==> src/rtl/spdif_frame_sched_if.sv <==
// spdif_frame_sched_if: sample-input, serializer-handshake and status bundle for spdif_frame_sched
// master: audio source / serializer side; slave: the scheduler
interface spdif_frame_sched_if #(parameter int DW = 24);
  logic ien;
  logic [DW-1:0] ich_data;
  logic ich_num;
  logic ich_data_valid;
  logic [31:0] icstat;
  logic iclr_err;
  logic [DW-1:0] osf_data;
  logic [1:0] osf_pre;
  logic osf_v;
  logic osf_cs;
  logic osf_req;
  logic isf_ack;
  logic [7:0] ofrm_cnt;
  logic ooverrun;
  logic ounderrun;
  modport master (
    output ien, ich_data, ich_num, ich_data_valid, icstat, iclr_err, isf_ack,
    input osf_data, osf_pre, osf_v, osf_cs, osf_req, ofrm_cnt, ooverrun, ounderrun
  );
  modport slave (
    input ien, ich_data, ich_num, ich_data_valid, icstat, iclr_err, isf_ack,
    output osf_data, osf_pre, osf_v, osf_cs, osf_req, ofrm_cnt, ooverrun, ounderrun
  );
endinterface

==> src/rtl/spdif_frame_sched.sv <==
// spdif_frame_sched: buffers L/R samples and issues S/PDIF subframes (data, preamble, V, C) to a serializer
// iclk/irst: clock and async active-high reset
// bus: sample strobes in, subframe req/ack handshake out, frame counter and sticky error flags
module spdif_frame_sched #(
  parameter int DW = 24,
  parameter int BLOCK_LEN = 192
) (
  input logic iclk,
  input logic irst,
  spdif_frame_sched_if.slave bus
);
  typedef enum logic [2:0] {IDLE, SEL_L, REQ_L, SEL_R, REQ_R} state_t;
  state_t st, nxt;
  logic [DW-1:0] h0 [2];
  logic [DW-1:0] h1 [2];
  logic [DW-1:0] last [2];
  logic [1:0] cnt [2];
  logic [1:0] push, pop, wr;
  logic sel, ch, ov, ud, flush, req;
  logic [DW-1:0] data;
  logic [1:0] pre;
  logic v, cs, ovf, udf;
  logic [7:0] frm;
  always_comb begin
    nxt = st;
    push = '0;
    pop = '0;
    wr = '0;
    unique case (st)
      IDLE:    nxt = bus.ien ? SEL_L : IDLE;
      SEL_L:   nxt = REQ_L;
      REQ_L:   nxt = bus.isf_ack ? SEL_R : REQ_L;
      SEL_R:   nxt = REQ_R;
      REQ_R:   nxt = bus.isf_ack ? (bus.ien ? SEL_L : IDLE) : REQ_R;
      default: nxt = IDLE;
    endcase
    sel = st == SEL_L || st == SEL_R;
    ch = st == SEL_R;
    req = st == REQ_L || st == REQ_R;
    flush = st == IDLE && !bus.ien;
    for (int c = 0; c < 2; c++) begin
      push[c] = bus.ich_data_valid && bus.ien && bus.ich_num == 1'(c);
      pop[c] = sel && ch == 1'(c) && cnt[c] != 2'd0;
      // a full FIFO still accepts when its head leaves in the same cycle
      wr[c] = push[c] && (cnt[c] != 2'd2 || pop[c]);
    end
    ov = |(push & ~wr);
    ud = sel && cnt[ch] == 2'd0;
  end
  always_ff @(posedge iclk or posedge irst)
    if (irst) st <= IDLE;
    else st <= nxt;
  // two-entry shift FIFOs: h0 is the head; a write lands in the slot left free after any pop
  always_ff @(posedge iclk or posedge irst)
    if (irst) begin
      for (int c = 0; c < 2; c++) begin
        cnt[c] <= '0;
        h0[c] <= '0;
        h1[c] <= '0;
        last[c] <= '0;
      end
    end else begin
      for (int c = 0; c < 2; c++) begin
        if (pop[c]) begin
          h0[c] <= h1[c];
          last[c] <= h0[c];
        end
        if (wr[c] && cnt[c] - 2'(pop[c]) == 2'd0) h0[c] <= bus.ich_data;
        if (wr[c] && cnt[c] - 2'(pop[c]) == 2'd1) h1[c] <= bus.ich_data;
        cnt[c] <= flush ? 2'd0 : cnt[c] - 2'(pop[c]) + 2'(wr[c]);
      end
    end
  always_ff @(posedge iclk or posedge irst)
    if (irst) begin
      data <= '0;
      pre <= '0;
      v <= 1'b0;
      cs <= 1'b0;
      frm <= '0;
      ovf <= 1'b0;
      udf <= 1'b0;
    end else begin
      ovf <= ov || (ovf && !bus.iclr_err);
      udf <= ud || (udf && !bus.iclr_err);
      if (sel) begin
        data <= pop[ch] ? h0[ch] : last[ch];
        v <= !pop[ch];
        pre <= ch ? 2'b10 : (frm == 8'd0 ? 2'b00 : 2'b01);
        cs <= frm < 8'd32 && bus.icstat[frm[4:0]];
      end
      if (st == REQ_R && bus.isf_ack) frm <= frm == 8'(BLOCK_LEN - 1) ? 8'd0 : frm + 8'd1;
      else if (flush) frm <= '0;
    end
  assign bus.osf_data = data;
  assign bus.osf_pre = pre;
  assign bus.osf_v = v;
  assign bus.osf_cs = cs;
  assign bus.osf_req = req;
  assign bus.ofrm_cnt = frm;
  assign bus.ooverrun = ovf;
  assign bus.ounderrun = udf;
endmodule

==> src/flat_wrapper.sv <==
// flat-port wrapper written by rule: the top's interface ports become plain ports
module spdif_frame_sched_flat 
#(
  parameter int DW = 24,
  parameter int BLOCK_LEN = 192
)
  (iclk, irst, bus_ien, bus_ich_data, bus_ich_num, bus_ich_data_valid, bus_icstat, bus_iclr_err, bus_isf_ack, bus_osf_data, bus_osf_pre, bus_osf_v, bus_osf_cs, bus_osf_req, bus_ofrm_cnt, bus_ooverrun, bus_ounderrun);
  spdif_frame_sched_if #(.DW(DW)) bus_i ();
  input logic iclk;
  input logic irst;
  input wire logic [$bits(bus_i.ien)-1:0] bus_ien;
  input wire logic [$bits(bus_i.ich_data)-1:0] bus_ich_data;
  input wire logic [$bits(bus_i.ich_num)-1:0] bus_ich_num;
  input wire logic [$bits(bus_i.ich_data_valid)-1:0] bus_ich_data_valid;
  input wire logic [$bits(bus_i.icstat)-1:0] bus_icstat;
  input wire logic [$bits(bus_i.iclr_err)-1:0] bus_iclr_err;
  input wire logic [$bits(bus_i.isf_ack)-1:0] bus_isf_ack;
  output wire logic [$bits(bus_i.osf_data)-1:0] bus_osf_data;
  output wire logic [$bits(bus_i.osf_pre)-1:0] bus_osf_pre;
  output wire logic [$bits(bus_i.osf_v)-1:0] bus_osf_v;
  output wire logic [$bits(bus_i.osf_cs)-1:0] bus_osf_cs;
  output wire logic [$bits(bus_i.osf_req)-1:0] bus_osf_req;
  output wire logic [$bits(bus_i.ofrm_cnt)-1:0] bus_ofrm_cnt;
  output wire logic [$bits(bus_i.ooverrun)-1:0] bus_ooverrun;
  output wire logic [$bits(bus_i.ounderrun)-1:0] bus_ounderrun;
  assign bus_i.ien = bus_ien;
  assign bus_i.ich_data = bus_ich_data;
  assign bus_i.ich_num = bus_ich_num;
  assign bus_i.ich_data_valid = bus_ich_data_valid;
  assign bus_i.icstat = bus_icstat;
  assign bus_i.iclr_err = bus_iclr_err;
  assign bus_i.isf_ack = bus_isf_ack;
  assign bus_osf_data = bus_i.osf_data;
  assign bus_osf_pre = bus_i.osf_pre;
  assign bus_osf_v = bus_i.osf_v;
  assign bus_osf_cs = bus_i.osf_cs;
  assign bus_osf_req = bus_i.osf_req;
  assign bus_ofrm_cnt = bus_i.ofrm_cnt;
  assign bus_ooverrun = bus_i.ooverrun;
  assign bus_ounderrun = bus_i.ounderrun;
  spdif_frame_sched #(.DW(DW), .BLOCK_LEN(BLOCK_LEN)) u_core (.iclk(iclk), .irst(irst), .bus(bus_i));
endmodule
==> config.mk <==
export PLATFORM = sky130hd
export DESIGN_NAME = spdif_frame_sched_flat
export DESIGN_NICKNAME = d
export VERILOG_FILES = /design/src/rtl/spdif_frame_sched_if.sv /design/src/rtl/spdif_frame_sched.sv /design/src/flat_wrapper.sv
export SDC_FILE = /design/constraint.sdc
export NUM_CORES = 1
export LEC_CHECK = 0
export ABC_AREA = 1
export BUFFER_PORTS_ARGS = -buffer_cell sky130_fd_sc_hd__buf_2
export CORE_ASPECT_RATIO = 0.75
export CORE_UTILIZATION = 34
export DETAILED_ROUTE_END_ITERATION = 8
export SLEW_MARGIN = 40
export SYNTH_ARGS = -nofsm -noshare
export SYNTH_HDL_FRONTEND = slang
export SYNTH_SLANG_ARGS = --single-unit
export TNS_END_PERCENT = 50
==> constraint.sdc <==
create_clock -name iclk -period 12.75 [get_ports iclk]
set_clock_uncertainty 0.2 [all_clocks]
set_input_delay 1.9125 -clock iclk [delete_from_list [all_inputs] [get_ports iclk]]
set_output_delay 1.9125 -clock iclk [all_outputs]
set_load 0.05 [all_outputs]
==> results.yml <==
status:
  status: "finished clean"
placement:
  numPortBuffers: 101
  hpwlAfterDp_mm: 15.4
  place_ws_ns: 7.49
  dpl.cell_count: 1473
  gp_congestion: 0.815
  placed_area_sq_mm: 0.00968
global_route:
  grt_max_degree: 122
  met1_usage_pct: 28.7
  grt_pass1_vias: 6808
  antenna_found_initial: 0
  busiest_layer: "met1"
  grt_pass1_wl_mm: 37.9
  grtUsageTotal_pct: 18.0
  met2_usage_pct: 24.2
  grt_util_met3_pct: 3.22
  grt_overflow: 0
clocking:
  clock-sinks: 189
  htree_num_levels: 4
  cts_tree: "yes"
  ctsResizeCount: 0
  post_cts_buffers: 0
  insertion_delay_ns: 0.43
  path_clk_slew_ns: 0.07
  numCtsBuffers: 17
  clockRootBuffer: "clkbuf_16"
  clockBufferDepth: 2
  hold_buffers: 0
route:
  viasPerCell: 4.91
  firstDrtPassIters: 7
  wirelength_mm: 23.4
  postRouteAntennaNets: 0
  drcViolationCount: 0
  via_count: 7379
  post_drt_wl_per_cell_um: 15.6
  drt_iter0_markers: 522
floorplan:
  die_x_um: 190
  core_sq_mm: 0.0259
  start_util_pct: 34.6
  num_rows: 51
  die-area_sq_mm: 0.0270
  ios: 102
  die_y_um: 143
pwr:
  power_density_mw_per_mm2: 233
  vdd_drop_max_v: 0.000104
  leakagePower_uw: 0.00521
  power_uw: 2410
yosys:
  synth-edff-count: 0
  synth_warnings: 0
  synth_simple_gate_area_share_pct: 23.9
  synth_largest_area_cell: "dfrtp_1"
  netlist_instances: 1084
  synth_most_common_cell: "nand2_1"
  synth_adder_area_share_pct: 0.837
  synth.distinct_cells: 31
  yosys-top-cells-area: "dfrtp_1 (53%), nand2_1 (15%), nand3_1 (6.0%)"
  synth.avg_cell_area_sq_um: 8.27
  muxShareOfSynthArea_pct: 0
  ys_seq_area_share_pct: 52.7
  synth-xor-area-share_pct: 0.488
  syn_area_sq_mm: 0.00897
  synth-compound-area-share_pct: 14.6
  synth_top_family_by_area: "simple AND/OR/NAND/NOR gates"
  async_reset_ff_share_pct: 100
  synth_commonest_cells: "nand2_1 (361), dfrtp_1 (189), nand3_1 (107)"
  synth_top_area_share_pct: 52.7
  synth_nets: 1153
  synthFlopType: "dfrtp_1"
  ys_ff_latch: 189
sta:
  drv_slew: 0
  rsz0062_at_grt: "no"
  fin_crit_sh_pct: 42.0
  finalHoldViolCount: 0
  fin_ws_ns: 7.40
  worst_pin_slew_ns: 0.752
  setup_viol: 0
  fin_crit_ns: 5.35
  fin_tns_setup_ns: 0
  slew_headroom_pct: 49.6
  fmax_mhz: 187
cells_and_area:
  fin_area_sq_mm: 0.0103
  fin_cells: 1504
  regArea_sq_mm: 0.00473
  area_delta_synth_final_pct: 15.0
  diodes: 0
  fillers: 2642
  layout.nets: 1217
  multi_input_area_sq_mm: 0.00358
  drive_gt1_share_pct: 15.7
worst_setup_path:
  cp_max_fo: 77
  end_kind: "register"
  cp_data_required_time_ns: 12.88
  crit_path_start_kind: "register"
  worst_ep_arrival_time_ns: 5.48
  critPathKind: "reg -> reg"
flow_run:
  maxCapViolations: 0
min_path:
  min_path_type: "reg -> reg"
## stage by stage
step | hold WS, ns | util [%]
floorplan | 0.249 | -
global placement | 0.261 | 37.3
detailed placement | 0.264 | 37.4
CTS | 0.281 | 39.8
global route | 0.298 | 39.8
finish | 0.277 | 39.8
## where the power goes
group	switching (uW)	internal, uW
logic	587	263
clock network	232	343
registers	150	831
total	970	1440
## critical path: stages, from the launching register on
cell and delay, ns:
dfrtp_1 0.43, nand3_2 0.09, buf_4 0.55, inv_2 0.40, o21ai_4 0.14, buf_4 0.44
clkinv_1 0.76, ha_1 0.50, xor2_1 0.27, nor2_1 0.09, nand2_2 0.40, nand2_2 0.54
o211ai_1 0.37
## worst paths after layout
path	start	endpoint	slack, ns	cells after the start
worst max-delay path	u_core.st[0]	u_core.h0[21]	7.40	12
worst min-delay path	u_core.last[30]	u_core.last[30]	0.28	2
worst max register to register	u_core.st[0]	u_core.h0[21]	7.40	12
worst min register to register	u_core.last[30]	u_core.last[30]	0.28	2
max in group asynchronous	irst	u_core.last[32]	9.92	3
min in group asynchronous	irst	u_core.h1[47]	1.38	2
## kinds of logic after synthesis
kind of cell    count (synthesis)
buf+inv                       159
compound gates                206
xor+xnor                        5
flops                         189
simple gates                  519
fa+ha+maj                       6
## cells in the final DEF, fill, tap and decap left out, types with 2 or more instances in the layout
| cell type | count |
|---|---|
| inv_1 | 84 |
| o21ai_0 | 46 |
| o22ai_1 | 2 |
| clkbuf_8 | 3 |
| nand2_1 | 360 |
| clkinv_2 | 2 |
| o211ai_2 | 20 |
| ha_1 | 6 |
| nor2_1 | 30 |
| o211ai_1 | 39 |
| inv_2 | 8 |
| a21oi_1 | 4 |
| buf_2 | 101 |
| nand4_1 | 4 |
| bufinv_16 | 4 |
| o21ai_2 | 4 |
| dfrtp_1 | 189 |
| nand2_2 | 4 |
| nand3_1 | 107 |
| nor3_1 | 8 |
| nand3_2 | 3 |
| xnor2_1 | 2 |
| clkinvlp_4 | 3 |
| clkbuf_16 | 17 |
| o21ai_1 | 88 |
| clkinv_1 | 2 |
| buf_4 | 7 |
| xor2_1 | 3 |
## flip-flops by register name, summed over array words and instances (netlist names), 2 cells and up
name                 flops
u_core.h1               48
u_core.last             48
u_core.cnt               4
u_core.bus.ofrm_cnt      8
u_core.bus.osf_data     24
u_core.st                3
u_core.h0               48
u_core.bus.osf_pre       2
## layer usage
layer  vias to the layer above  routed length [um]
met3                        16                1240
met4                         0                 204
met5                         -                   0
met1                      3504               12700
li1                       3684                   -
met2                       175                9270
## cell type report
class	count	area share (%)
repair buffers	109	5.52
well taps	344	4.17
multi-input cells	736	34.7
flip-flops and latches	189	45.9
clock inverters	10	1.57
clock buffers	21	4.56
inverters	95	3.58
(Power assumes the default switching activity.)
